--- config.mk ---
export PLATFORM = sky130hd
export DESIGN_NAME = ext_bus_arbiter
export DESIGN_NICKNAME = d
export VERILOG_FILES = /design/src/rtl/ext_bus_arbiter.sv
export SDC_FILE = /design/constraint.sdc
export NUM_CORES = 1
export LEC_CHECK = 0
export ABC_AREA = 0
export BUFFER_PORTS_ARGS = -buffer_cell sky130_fd_sc_hd__buf_2
export CORE_MARGIN = 1.5
export CORE_UTILIZATION = 55
export CTS_BUF_LIST = sky130_fd_sc_hd__clkbuf_4 sky130_fd_sc_hd__clkbuf_8
export DETAILED_ROUTE_END_ITERATION = 7
export PLACE_DENSITY_LB_ADDON = 0.1
export SLEW_MARGIN = 20
export SYNTH_ARGS = -nofsm -noshare
export SYNTH_HDL_FRONTEND = slang
export SYNTH_SLANG_ARGS = --single-unit
--- constraint.sdc ---
create_clock -name clk -period 7.05 [get_ports clk]
set_clock_uncertainty 0.1 [all_clocks]
set_input_delay 1.41 -clock clk [delete_from_list [all_inputs] [get_ports clk]]
set_output_delay 1.41 -clock clk [all_outputs]
set_load 0.01 [all_outputs]
--- src/rtl/ext_bus_arbiter.sv ---
// ---------------------------------------------------------------------------
// ext_bus_arbiter
//
// Shares one narrow external memory bus between two requesters: port 0
// (instruction fetch) and port 1 (data). Each 32-bit transaction goes out as
// four 8-bit beats. An address beat carries one address byte, LSB first. A
// write beat carries the matching write-data byte at the same time. A read
// waits TURN_CYCLES idle cycles for bus turnaround, then collects four
// read-data bytes. A one-cycle DONE state then pulses the winner's ack.
// Arbitration is round-robin, and port 0 wins the first contested grant
// after reset.
//
// Parameters
//   TURN_CYCLES  idle cycles between address and read-data phases (0..3)
//
// Ports
//   clk, rst_n             clock; asynchronous active-low reset
//   mN_req/we/addr/wdata   requester N transaction request and payload
//   mN_rdata               requester N read data, held until its next read
//   mN_ack                 requester N one-cycle completion pulse
//   pin_addr, pin_dout     address / write-data byte of the current beat
//   pin_din                read-data byte from external memory
//   pin_oe                 8'hFF while pin_dout is driven, else 8'h00
//   pin_strobe, pin_we     beat valid; beat is a write beat
// ---------------------------------------------------------------------------
module ext_bus_arbiter #(
  parameter int TURN_CYCLES = 1
) (
  input  logic        clk,
  input  logic        rst_n,
  input  logic        m0_req,
  input  logic        m0_we,
  input  logic [31:0] m0_addr,
  input  logic [31:0] m0_wdata,
  output logic [31:0] m0_rdata,
  output logic        m0_ack,
  input  logic        m1_req,
  input  logic        m1_we,
  input  logic [31:0] m1_addr,
  input  logic [31:0] m1_wdata,
  output logic [31:0] m1_rdata,
  output logic        m1_ack,
  output logic [7:0]  pin_addr,
  output logic [7:0]  pin_dout,
  input  logic [7:0]  pin_din,
  output logic [7:0]  pin_oe,
  output logic        pin_strobe,
  output logic        pin_we
);

  typedef enum logic [2:0] {
    IDLE,
    ADDR,
    TURN,
    READ,
    DONE
  } state_e;

  // Last beat-counter value of the turnaround phase. This value is unused
  // when TURN_CYCLES is 0, because the TURN state is then skipped.
  localparam int         TURN_LAST_I = (TURN_CYCLES > 0) ? TURN_CYCLES - 1 : 0;
  localparam logic [1:0] TURN_LAST   = 2'(TURN_LAST_I);

  state_e      state_q, state_d;
  logic [1:0]  beat_q, beat_d;
  logic        last_q, last_d;     // port served most recently
  logic        gnt_q, gnt_d;       // port owning the current transaction
  logic        we_q, we_d;
  logic [31:0] addr_q, addr_d;
  logic [31:0] wdata_q, wdata_d;
  logic [31:0] m0_rdata_q, m0_rdata_d;
  logic [31:0] m1_rdata_q, m1_rdata_d;

  logic        win;
  logic [4:0]  bsel;

  // A sole requester always wins. When both request, the port that was
  // not served last wins.
  assign win  = (m0_req & m1_req) ? ~last_q : m1_req;
  assign bsel = {beat_q, 3'b000};

  always_comb begin
    state_d    = state_q;
    beat_d     = beat_q;
    last_d     = last_q;
    gnt_d      = gnt_q;
    we_d       = we_q;
    addr_d     = addr_q;
    wdata_d    = wdata_q;
    m0_rdata_d = m0_rdata_q;
    m1_rdata_d = m1_rdata_q;

    case (state_q)
      IDLE: begin
        if (m0_req | m1_req) begin
          gnt_d   = win;
          last_d  = win;
          we_d    = win ? m1_we    : m0_we;
          addr_d  = win ? m1_addr  : m0_addr;
          wdata_d = win ? m1_wdata : m0_wdata;
          beat_d  = 2'd0;
          state_d = ADDR;
        end
      end
      ADDR: begin
        // The beat counter wraps from 3 to 0, which is the starting beat
        // of the next phase.
        beat_d = beat_q + 2'd1;
        if (beat_q == 2'd3) begin
          if (we_q) begin
            state_d = DONE;
          end else if (TURN_CYCLES == 0) begin
            state_d = READ;
          end else begin
            state_d = TURN;
          end
        end
      end
      TURN: begin
        beat_d = beat_q + 2'd1;
        if (beat_q == TURN_LAST) begin
          beat_d  = 2'd0;
          state_d = READ;
        end
      end
      READ: begin
        // Each byte lands directly in the owner's rdata at the edge that
        // ends its beat.
        if (gnt_q) begin
          m1_rdata_d[bsel +: 8] = pin_din;
        end else begin
          m0_rdata_d[bsel +: 8] = pin_din;
        end
        beat_d = beat_q + 2'd1;
        if (beat_q == 2'd3) begin
          state_d = DONE;
        end
      end
      DONE: begin
        state_d = IDLE;
      end
      default: begin
        state_d = IDLE;
      end
    endcase
  end

  always_ff @(posedge clk or negedge rst_n) begin
    if (!rst_n) begin
      state_q    <= IDLE;
      beat_q     <= 2'd0;
      last_q     <= 1'b1;
      gnt_q      <= 1'b0;
      m0_rdata_q <= 32'd0;
      m1_rdata_q <= 32'd0;
    end else begin
      state_q    <= state_d;
      beat_q     <= beat_d;
      last_q     <= last_d;
      gnt_q      <= gnt_d;
      m0_rdata_q <= m0_rdata_d;
      m1_rdata_q <= m1_rdata_d;
    end
  end

  // The latched payload is only observed while ADDR is active, so it
  // needs no reset.
  always_ff @(posedge clk) begin
    we_q    <= we_d;
    addr_q  <= addr_d;
    wdata_q <= wdata_d;
  end

  // Every pin is decoded from state. A reset therefore forces all pins to
  // zero as soon as it forces IDLE.
  always_comb begin
    pin_addr   = 8'h00;
    pin_dout   = 8'h00;
    pin_oe     = 8'h00;
    pin_strobe = 1'b0;
    pin_we     = 1'b0;
    case (state_q)
      ADDR: begin
        pin_strobe = 1'b1;
        pin_addr   = addr_q[bsel +: 8];
        if (we_q) begin
          pin_we   = 1'b1;
          pin_dout = wdata_q[bsel +: 8];
          pin_oe   = 8'hFF;
        end
      end
      READ: begin
        pin_strobe = 1'b1;
      end
      default: begin
      end
    endcase
  end

  assign m0_ack   = (state_q == DONE) & ~gnt_q;
  assign m1_ack   = (state_q == DONE) &  gnt_q;
  assign m0_rdata = m0_rdata_q;
  assign m1_rdata = m1_rdata_q;

endmodule

Word level (Yosys, flattened, before mapping):

Cells that the tools add are included.

* equal/unequal tests: 9
* divide/modulo/power cells: 0
* $add $sub $neg: 2
* order comparisons: 0
* shifts and indexed selects: 4
* mux-type cells: 23
* reduce and logical (&&, ||, !) cells: 9
* multipliers: 0
* bitwise logic cells: 6

Operators with widths (count)
* $bwmux W32: 2
* $mux W32: 2
* $shiftx A32 B6 Y8: 2
* $mux W8: 5
* $shift A8 B7 Y32 const A: 1
* $shiftx A8 B7 Y32: 1
* $mux W3: 5
* $pmux W3 S4: 1
* $ne A2 B2 Y1 const B: 4
* $reduce_and A2 Y1: 4
* $neg A5 Y7: 1
* $eq A3 B2 Y1 const B: 2
* $pmux W2 S3: 1
* $mux W1: 5
* $mux W2: 2
* $reduce_and A4 Y1: 1
* $and A1 B1 Y1: 3
* $eq A3 B1 Y1 const B: 1
* $eq A3 B3 Y1 const B: 1
* $logic_not A3 Y1: 1
* $reduce_bool A3 Y1: 1
* $add A2 B1 Y2 const B: 1
* $eq A2 B2 Y1 const B: 1
* $logic_not A2 Y1: 1
* 3 further kinds: 4

* output and inout bits: 92
* bits in read-only memories: 0
* bits in registers: 136
* memories kept: 0
* memory bits (writable): 0
* logic and storage cells: 62
* latch bits: 0
* input port bits: 142

Longest topological paths before layout:

Gate-level depths: netlist of the first run.

* depth after elaboration: 4
* depth in mapped cells: 8
* mapped depth without buffers: 5

Worst setup path before layout of the first run:

OpenSTA, ideal clock, no wires.

* path type: input-to-reg
* from: input port m1_req
* to: register addr_q[0] (enable)
* path buffers: 0
* data required time: 6.520 ns
* slack: 3.561 ns
* data arrival time: 2.959 ns
* stages on the path: 1
* setup time: 0.430 ns
* path through: o21a_1

* cells in the longest elaborated chain, start to end: 2

RTL lines
* start, declared: RTL line 37 `input logic m1_req,`
* $or A1 B1 Y1: RTL line 95 `if (m0_req | m1_req) begin`
* $reduce_and A2 Y1 (no source line)
* end signal, assigned: RTL line 170 `addr_q <= addr_d;`
* end, declared: RTL line 69 `logic [31:0] addr_q, addr_d;`

No other way between the ends.
A chain may end at the register's enable or synchronous reset.

Final worst setup path of the first run:

* from: register state_q[0]
* to: output port pin_oe[3]

* cells in the longest elaborated chain, start to end: 2

RTL lines
* start, declared: RTL line 64 `state_e state_q, state_d;`
* start signal, assigned: RTL line 157 `state_q <= state_d;`
* $eq A3 B1 Y1: RTL line 182 `case (state_q)`
* $mux W8: RTL line 182
* end, declared: RTL line 46 `output logic [7:0] pin_oe,`

No other way between the ends.

==> flow_summary_export.csv, run 1 <==
group,metric,value,unit
run_status,status,"finished clean",
setup_path,crit_fanout,17,
clock_tree,h-tree-depth,4,
clock_tree,cts_buffers,17,
route,initialDrtViolationCount,215,
route,via_per_inst,5.282,
global_route,grt_max_degree,72,
pwr,worst_ir_drop_vdd,173.1,uV
clock_tree,cts_root_buf,"clkbuf_8",
floorplanning,core-area,11320,um^2
route,dr_wl_met3,897,um
route,route.layer.met1.wl,5.878,mm
pwr,power,2.922,mW
synthesis,synth_top_family_by_area,"multiplexers",
timing,fin_setup_tns,0,ns
timing,period_share,54.55,%
synthesis,ys_ff_latch,136,
synthesis,synth_fa_ha_area_share,0.9858,%
global_route,antenna_found_initial,0,
setup_path,rr_worst_depth,5,
route,firstDrtPassIters,4,
setup_path,slowest_delay,0.89,ns
floorplanning,dieArea,12190,um^2
clock_tree,cts_hold_buf,0,
timing,clock.fmax,0.2600,GHz
timing,rsz0062_at_grt,"false",
setup_path,critPathTopFamily,"simple AND/OR/NAND/NOR gates",
setup_path,timing.rr.start,"beat_q[1]",
route,routed.top_layer,"met4",
setup_path,worst-path-buf-inv,2,
route,final_antenna_net_count,0,
placed_design,routabilityCongestion,0.8101,
route,drc,0,
setup_path,critical_path_required,5.54,ns
clock_tree,cts_tree,"built",
worst_hold_path,min_path_type,"reg2reg",
timing,hold_viol_final,0,
synthesis,synthMuxAreaShare,25.89,%
synthesis,synthesis.area,6346,um^2
cells_and_area,drive_above_1_share,63.37,%
synthesis,synthCells,403,
worst_hold_path,hold_end,"m0_rdata[7]",
route,routed_wl,13.74,mm
setup_path,cp_cell_sequence,"nor3b_2 -> nand2_1 -> inv_1 -> buf_2",
synthesis,synth-xor-area-share,0,%
clock_tree,clk_latency,0.43,ns
global_route,grt_usage,23.51,%
timing,worstMarginPinSlew,1.022,ns
synthesis,syn_avg_cell_area,15.75,um^2
clock_tree,cts_setup_buffers,0,
cells_and_area,nNetsFinal,781,
synthesis,yosys.area_share.simple,8.300,%
floorplanning,initial_core_util,56.06,%
route,via_count,4173,
run,drv_cap,0,
worst_hold_path,min_from,"m0_rdata[7]",
placed_design,dp_hpwl,9.821,mm
timing,finalSetupViolCount,0,
route,wl_met2,6.818,mm
setup_path,cp-start-kind,"flip-flop",
synthesis,synth_compound_area_share,3.273,%
route,wire_per_inst,17.39,um
global_route,grt_pass1_wl,22.28,mm
setup_path,crit_type,"reg2out",
clock_tree,cts_resized,0,
setup_path,worst_setup_path_end_kind,"output port",
worst_hold_path,hold_depth,1,
global_route,grt_pass1_vias,4268,
floorplanning,dieWidth,110.4,um
synthesis,yosysWarnings,0,
floorplanning,rows,39,
synthesis,synth_nets,550,
setup_path,arrival,2.34,ns
clock_tree,cts_sinks,136,
cells_and_area,area_growth,25.30,%
pwr,p_per_area,367.5,nW/um^2
timing,slew_viol_final,0,
global_route,grt_overflow,0,
synthesis,ys_seq_area_share,58.77,%
setup_path,r2r_slack,4.32,ns
pwr,p_leak,3.844,nW
clock_tree,clockBufferDepth,2,
floorplanning,die_h,110.4,um
timing,relSlewSlack,31.59,%
cells_and_area,insertedDiodeCount,0,
setup_path,rr_endpoint,"m0_rdata[3]",
timing,finalCriticalPeriod,3.846,ns
synthesis,synth.distinct_cells,37,
floorplanning,ios,234,
clock_tree,clkTransAtPathRegs,0.07,ns
placed_design,place.port_buffers,233,
setup_path,critical-path-slowest-cell,"nor3b_2",
worst register-to-register path, delay by kind of cell (launching register included):
| family | cells | cell delay [ns] |
|---|---|---|
| flip-flops | 1 | 0.94 |
| adder cells (fa/ha/maj) | 1 | 0.43 |
| AND/OR/NAND/NOR | 2 | 0.76 |
| AO/OA/AOI/OAI | 1 | 0.24 |
| buffers and inverters | 1 | 0.20 |
stage by stage:
step | util (%) | hold slack (ns) | std cells | cell area, um^2 | setup slack [ns]
2_1_floorplan | - | 0.4044 | 403 | 6346 | 3.561
3_3_place_gp | 66.89 | 0.3776 | 758 | 7572 | 3.631
3_5_place_dp | 66.89 | 0.3788 | 758 | 7572 | 3.569
4_1_cts | 70.24 | 0.4022 | 790 | 7951 | 3.082
5_1_grt | 70.24 | 0.4085 | 790 | 7951 | 2.950
6_report | 70.24 | 0.3976 | 790 | 7951 | 3.204
state kept, by name (all words and copies together), names as in the netlist:
register and count:
wdata_q 32, last_q 1, gnt_q 1, m0_rdata 32
m1_rdata 32, we_q 1, beat_q 2, state_q 3
addr_q 32
where the power goes:
| part | internal (mW) | total (mW) | switching [mW] |
|---|---|---|---|
| Combinational | 0.529 | 1.06 | 0.527 |
| Sequential | 1.11 | 1.26 | 0.147 |
| Clock | 0.310 | 0.605 | 0.295 |
routing by layer:
| metal | vias to the layer above | track usage, % |
|---|---|---|
| met4 | 0 | 6.923 |
| met5 | - | 0 |
| met1 | 2024 | 30.59 |
| met3 | 12 | 7.025 |
| met2 | 164 | 38.44 |
| li1 | 1973 | - |
kinds of logic after synthesis:
family	count (synthesis)
and+or+nand+nor	77
adders and majority gates	5
AOI/OAI and AO/OA	26
muxes	130
DFF	136
buffers and inverters	29
layout make-up:
class / instances / area, um^2
tap: 143 / 178.9
sequential: 136 / 3730
clock inverter: 11 / 96.34
fill: 810 / 3369
timing repair buffer: 237 / 1196
inverter: 4 / 15.01
multi-input combinational: 238 / 2452
clock buffer: 21 / 282.8
how the worst max path moves through the flow:
| stage | to | slack, ns | cells after the start | from |
|---|---|---|---|---|
| 2_1_floorplan | addr_q[0] | 3.56 | 1 | m1_req |
| 3_3_place_gp | pin_we | 3.63 | 4 | state_q[0] |
| 3_5_place_dp | pin_oe[3] | 3.57 | 4 | state_q[0] |
| 4_1_cts | pin_oe[3] | 3.08 | 4 | state_q[0] |
| 5_1_grt | pin_oe[0] | 2.95 | 4 | state_q[0] |
| 6_report | pin_oe[3] | 3.20 | 4 | state_q[0] |
synthesized netlist by cell type:
library cell  instances  area share [%]
nor3b_4               1            0.30
and3_1                8            0.79
o21a_1                1            0.12
nand2_1               6            0.35
nor3b_2               1            0.20
nor4b_4               2            0.75
and2_1               32             3.2
a22o_1               16             2.2
o21ai_0               2            0.16
and4b_1               1            0.16
nor2_1                8            0.47
mux2i_1               1            0.16
and3b_1               2            0.28
o41ai_1               1            0.14
inv_1                 4            0.24
dfstp_2               1            0.41
mux4_2               16             5.7
and4bb_2              2            0.39
a31oi_1               1           0.099
nand4bb_1             1            0.18
ha_1                  5            0.99
buf_4                15             1.8
o2bb2ai_1             1            0.14
mux2_2              111              20
edfxtp_1             65              31
mux2_1                2            0.35
buf_2                 9            0.71
nand4_1               1           0.099
nand4b_1              1            0.14
nor3_1                2            0.16
o32ai_1               1            0.14
clkbuf_1              1           0.059
nor2b_1               4            0.39
dfrtp_1              70              28
nand2_2               5            0.49
a21boi_1              1            0.12
a21oi_1               2            0.16
placed cells by master (no fill, tap or decap), types with 2 or more instances in the layout:
master	count
and4bb_2	2
edfxtp_1	65
buf_2	233
and3b_1	2
and2_1	32
mux2_2	111
nor4b_4	2
nor3_1	2
clkinv_2	3
inv_4	3
mux4_2	16
and3_1	8
a21oi_1	2
clkbuf_8	20
buf_4	4
nor2b_1	4
nor2_1	8
inv_1	4
o21ai_0	2
nand2_1	6
clkinvlp_4	2
a22o_1	16
nand2_2	5
ha_1	5
mux2_1	2
dfrtp_1	70
clkinv_4	2
Power figures use the tool's default switching activity.
==> run 2: changes to the inputs <==
ABC_AREA = 1   (was 0)
CORE_UTILIZATION = 47   (was 55)
clock period = 3.18 ns   (was 7.05 ns; I/O delays follow)
==> run 2 against run 1 <==
Against the previous run: sequential cell count stayed put; design area grew 3.5%; sequential share of layout area fell by 1.6 points; first-iteration DRC count grew 53%; clock power grew 110%; sequential power up 130%; combinational power increased to 2.7 times the previous value; register-to-register slack got worse by 3.7 ns; critical path type unchanged.
==> flow_summary_export.csv, run 2 <==
group,metric,value,unit
run_status,status,"finished clean",
clock_tree,cts_root_buf,"clkbuf_8",
route,via_per_inst,4.769,
clock_tree,cts_resized,0,
pwr,p_sw_share,41.09,%
cells_and_area,final_cell_mix,"nand2_1, buf_2, nor2_1, dfrtp_1, edfxtp_1",
setup_path,critPathLaunch,"beat_q[0]",
cells_and_area,final_common_cell,"nand2_1",
setup_path,crit_fanout,22,
placed_design,place.port_buffers,233,
pwr,internal-power,4.189,mW
floorplanning,dieArea,14830,um^2
synthesis,synthArstFlopShare,52.21,%
global_route,grt_most_used_layer,"met2",
global_route,use_met3,4.728,%
clock_tree,cts_tree,"built",
clock_tree,cts_setup_buffers,0,
synthesis,yosysMostFrequentCell,"nand2_1",
synthesis,synth_edf_count,65,
global_route,grt_overflow,0,
synthesis,synthCells,805,
floorplanning,die_h,121.8,um
timing,hold_viol_final,0,
timing,fin_setup_tns,0,ns
timing,finalCriticalPeriod,2.891,ns
floorplanning,ios,234,
synthesis,yosysWarnings,0,
synthesis,synth_nets,952,
clock_tree,clockBufferDepth,2,
route,via_count,5809,
setup_path,cp-start-kind,"flip-flop",
floorplanning,initial_core_util,47.95,%
synthesis,ys_ff_latch,136,
clock_tree,cts_hold_buf,0,
floorplanning,rows,43,
placed_design,routabilityCongestion,0.8679,
setup_path,rr_worst_depth,7,
cells_and_area,utilization,59.53,%
timing,slew_viol_final,0,
pwr,pwr-share-clk,17.9,%
cells_and_area,insertedDiodeCount,0,
route,wire_per_inst,13.59,um
global_route,grt_usage,23.64,%
cells_and_area,area_growth,24.16,%
timing,holdWs,0.05074,ns
global_route,antenna_found_initial,0,
setup_path,r2r_slack,0.62,ns
timing,worstMarginPinSlew,1.006,ns
route,routed_wl,16.56,mm
worst_hold_path,min_path_type,"in2async",
route,firstDrtPassIters,4,
pwr,pwr-share-seq,41.6,%
clock_tree,h-tree-depth,4,
setup_path,critical-path-slowest-cell,"dfrtp_2",
timing,clock.fmax,0.3459,GHz
timing,finalSetupViolCount,0,
placed_design,dp_hpwl,12.13,mm
setup_path,path_depth,5,
pwr,netSwitchingPower,2.922,mW
timing,fin_ws,0.2891,ns
placed_design,place_ws,0.6393,ns
setup_path,worst_setup_path_end_kind,"output port",
floorplanning,dieWidth,121.8,um
setup_path,critical_path_required,2.44,ns
synthesis,ys_seq_area_share,56.26,%
pwr,worst_ir_drop_vdd,397.3,uV
synthesis,synthTopCellsByArea,"edfxtp_1, dfrtp_1, nand2_1",
setup_path,critPathTopFamily,"buffers and inverters",
synthesis,netlist.area_leader.share,29.44,%
global_route,gr-usage-met1,30.39,%
setup_path,cp_cell_sequence,"clkinv_1 -> buf_4 -> o21ai_0 -> a21oi_1 -> buf_2",
global_route,met2_usage,38.83,%
cells_and_area,drive_above_1_share,28.61,%
timing,rsz0062_at_grt,"false",
route,initialDrtViolationCount,330,
clock_tree,clkTransAtPathRegs,0.08,ns
timing,period_share,90.91,%
global_route,grt_pass1_wl,26.80,mm
setup_path,timing.rr.start,"beat_q[0]",
synthesis,syn_avg_cell_area,8.236,um^2
route,drc,0,
global_route,grt_pass1_vias,5407,
clock_tree,cts_sinks,136,
cells_and_area,nFillCells,1310,
clock_tree,cts_buffers,17,
floorplanning,core-area,13830,um^2
synthesis,netlist_top_cells_count,"nand2_1, nor2_1, dfrtp_1, edfxtp_1, o21ai_0",
setup_path,arrival,2.15,ns
synthesis,synth_flop_cell,"dfrtp_1",
pwr,p_per_area,863.9,nW/um^2
setup_path,crit_type,"reg2out",
synthesis,synth.distinct_cells,26,
setup_path,endpoint,"pin_addr[6]",
setup_path,slowest_delay,0.64,ns
run,drv_cap,0,
clock_tree,clk_latency,0.45,ns
global_route,grt_max_degree,68,
pwr,p_leak,4.283,nW
setup_path,rr_endpoint,"m0_rdata[14]",
synthesis,yosysTopAreaCell,"edfxtp_1",
cells_and_area,nNetsFinal,1172,
synthesis,synthesis.area,6630,um^2
pwr,p_comb_share,40.5,%
setup_path,worst-path-buf-inv,3,
route,final_antenna_net_count,0,
timing,relSlewSlack,32.96,%
[run 2: cell count changes in the layout (fill, tap and decap cells not counted), sizes merged, moves of 15 or more]
cell   change
a22o      -16
mux4      -16
nand2    +388
nor2      +90
and2      -32
inv       +19
o21ai     +50
mux2     -113
a21oi     +15
[run 2: layout make-up]
cell class | count | area, um^2 | area share [%]
multi-input combinational | 603 | 2589 | 31.45
clock buffer | 18 | 241.5 | 2.934
timing repair buffer | 241 | 1239 | 15.05
clock inverter | 14 | 108.9 | 1.322
sequential | 136 | 3731 | 45.33
inverter | 26 | 97.59 | 1.186
tap | 180 | 225.2 | 2.736
[run 2: worst min path at each step]
stage                       from           end  slack [ns]  cells after the start
detailed placement  m0_rdata[26]  m0_rdata[26]        0.36                      2
finish                     rst_n  m1_rdata[23]        0.05                      1
global route               rst_n  m1_rdata[23]        0.07                      1
floorplan                  rst_n     beat_q[0]        0.24                      0
global placement    m0_rdata[26]  m0_rdata[26]        0.35                      2
CTS                        rst_n   m1_rdata[7]        0.04                      1
[run 2: kinds of logic (layout without fill, tap and decap cells)]
family / count (synthesis) / after routing / share of synthesized area, %
and+or+nand+nor: 527 / 527 / 32.55
AOI/OAI and AO/OA: 71 / 71 / 5.397
DFF: 136 / 136 / 56.26
buffers and inverters: 66 / 299 / 4.850
adders and majority gates: 5 / 5 / 0.9436
[run 2: routing by layer]
metal	up-vias	wire, um
met5	-	0
met4	0	245
met3	18	929
met2	180	8173
met1	2632	7208
li1	2979	-
[run 2: worst reg2reg max path: cells and delay by family (launching register included)]
family | cells | cell delay, ns
and+or+nand+nor | 4 | 0.59
DFF | 1 | 0.64
adders and majority gates | 1 | 0.37
buffers and inverters | 2 | 0.81
[run 2: metrics by stage]
step | cell area [um^2] | total power [mW] | cells
6_report | 8232 | 7.111 | 1218
5_1_grt | 8232 | 7.688 | 1218
4_1_cts | 8232 | 7.200 | 1218
3_5_place_dp | 7881 | 5.919 | 1186
3_3_place_gp | 7881 | 5.891 | 1186
2_1_floorplan | 6633 | 4.832 | 805
[run 2: power groups by stage]
stage / Combinational [mW] / Sequential [mW] / Clock [mW]
6_report: 2.88 / 2.96 / 1.27
5_1_grt: 3.28 / 3.03 / 1.38
4_1_cts: 2.93 / 2.96 / 1.30
3_5_place_dp: 2.93 / 2.99 / 0
3_3_place_gp: 2.90 / 2.99 / 0
2_1_floorplan: 1.74 / 3.09 / 0
==> run 3: changes to the inputs <==
clock period = 2.6 ns   (was 3.18 ns; I/O delays follow)
==> run 3 against run 2 <==
Against the previous run: sequential power is 22% higher; clock-buffer cell count is 8 higher; first-iteration DRC count is 5.8% lower; power is 26% higher; non-clock buffer count is 4 higher; setup slack worse by 0.15 ns; die area stayed put; via count is 1.5% higher; design area is 1.3% higher; register-to-register slack worse by 0.15 ns; sequential cell count stayed put; largest power group is now combinational cells.
==> flow_summary_export.csv, run 3 (same netlist as run 2, synthesis figures left out) <==
group,metric,value,unit
route,routed.top_layer,"met4",
placed_design,place_inst,1189,
clock_tree,clk_latency,0.44,ns
timing,holdWs,0.2345,ns
timing,finalCriticalPeriod,2.461,ns
setup_path,critical_path_required,1.98,ns
floorplanning,initial_core_util,47.95,%
worst_hold_path,hold_end,"addr_q[30]",
placed_design,routabilityCongestion,0.8379,
route,via_count,5899,
setup_path,timing.rr.start,"beat_q[0]",
pwr,p_leak,4.360,nW
setup_path,arrival,1.84,ns
run_status,status,"finished clean",
worst_hold_path,hold_depth,3,
clock_tree,h-tree-depth,4,
pwr,worst_ir_drop_vdd,396.6,uV
timing,worstMarginPinSlew,0.6575,ns
cells_and_area,nNetsFinal,1176,
global_route,grt_usage,24.23,%
route,firstDrtPassIters,5,
clock_tree,cts_sinks,136,
route,route.layer.met1.wl,7.290,mm
route,drc,0,
setup_path,worst_setup_path_end_kind,"output port",
route,via_per_inst,4.831,
cells_and_area,area_growth,25.82,%
worst_hold_path,min_path_type,"in2reg",
setup_path,cp-start-kind,"flip-flop",
cells_and_area,final_common_cell,"nand2_1",
timing,hold_viol_final,0,
floorplanning,rows,43,
setup_path,crit_fanout,26,
cells_and_area,final_cell_mix,"nand2_1, buf_2, nor2_1, dfrtp_1, edfxtp_1",
timing,clock.fmax,0.4064,GHz
pwr,p_per_area,1077,nW/um^2
route,initialDrtViolationCount,311,
clock_tree,cts_buffers,17,
timing,rsz0062_at_grt,"false",
cells_and_area,drive_above_1_share,29.04,%
cells_and_area,fin_cells,1221,
floorplanning,core-area,13830,um^2
timing,finalSetupViolCount,0,
run,drv_cap,0,
timing,period_share,94.65,%
placed_design,place.port_buffers,233,
clock_tree,clockBufferDepth,2,
clock_tree,cts_root_buf,"clkbuf_8",
placed_design,dp_hpwl,12.35,mm
floorplanning,die_h,121.8,um
worst_hold_path,min_from,"m1_addr[30]",
global_route,grt_max_degree,68,
clock_tree,cts_tree,"built",
setup_path,crit_type,"reg2out",
floorplanning,ios,234,
cells_and_area,design_area,8342,um^2
route,wire_per_inst,13.94,um
placed_design,placed_cell_area,7940,um^2
floorplanning,dieArea,14830,um^2
setup_path,rr_worst_depth,8,
pwr,power,8.980,mW
global_route,grt_pass1_wl,27.54,mm
clock_tree,clkTransAtPathRegs,0.08,ns
timing,slew_viol_final,0,
route,wl_met2,8.301,mm
setup_path,rr_endpoint,"m0_rdata[13]",
route,routed_wl,17.02,mm
setup_path,r2r_slack,0.47,ns
route,final_antenna_net_count,0,
global_route,grt_pass1_vias,5600,
clock_tree,cts_setup_buffers,0,
global_route,antenna_found_initial,0,
floorplanning,dieWidth,121.8,um
timing,relSlewSlack,56.17,%
timing,fin_setup_tns,0,ns
global_route,grt_overflow,0,
route,dr_wl_met3,1.006,mm
run 3: changes by cell type in the layout (fill, tap and decap cells not counted), sizes merged:
cell	delta
bufinv	+1
dlygate4sd3	+1
clkbuf	+8
diode	+1
clkinv	-4
inv	-1
buf	+3
clkinvlp	-6
run 3: cell type report:
class | instances | area [um^2]
Fill cell | 1321 | 5485
Sequential cell | 136 | 3731
Multi-Input combinational cell | 603 | 2589
Timing Repair Buffer | 245 | 1313
Clock buffer | 26 | 314.1
Tap cell | 180 | 225.2
Inverter | 26 | 97.59
Clock inverter | 4 | 70.07
Antenna cell | 1 | 2.502
run 3: through the flow:
step | worst slack, ns | utilization (%)
after floorplan | 0.3177 | -
after global placement | 0.4768 | 57.42
after detailed placement | 0.3974 | 57.42
after CTS | 0.09057 | 60.28
after global routing | 0.003180 | 60.31
final | 0.1391 | 60.33
run 3: repair_timing:
action | CTS | global route
hold buffers | 1 | 0
resized for setup | 1 | 2
hold endpoints to repair | 21 | 0
pin swaps | 0 | 1
endpoints found under the setup margin | 2 | 2
run 3: report_power, final:
group	internal (mW)	total (mW)	switching, mW
combinational	1.25	3.65	2.40
clock	0.965	1.73	0.766
sequential	3.19	3.60	0.407
total	5.41	8.98	3.57
run 3: worst max-delay path by stage:
stage          cells past startpoint  startpoint  slack (ns)           end
6_report                           5   beat_q[0]        0.14   pin_dout[3]
5_1_grt                            7   beat_q[1]       0.003   pin_dout[3]
4_1_cts                            5   beat_q[0]        0.09   pin_addr[6]
3_5_place_dp                       8   beat_q[0]        0.40  m0_rdata[13]
3_3_place_gp                       8   beat_q[0]        0.48  m1_rdata[13]
2_1_floorplan                      3  state_q[2]        0.32     addr_q[0]
run 3: metal layers:
metal	vias up	global-route usage, %
met1	2672	30.52
met5	-	0
li1	2991	-
met2	201	40.41
met3	35	5.197
met4	0	10.29
run 3: critical path: stages (launching register included):
cell and delay (ns):
dfrtp_2 0.49, clkinv_1 0.10, buf_4 0.27, o21ai_0 0.15, a21oi_1 0.20, buf_2 0.18
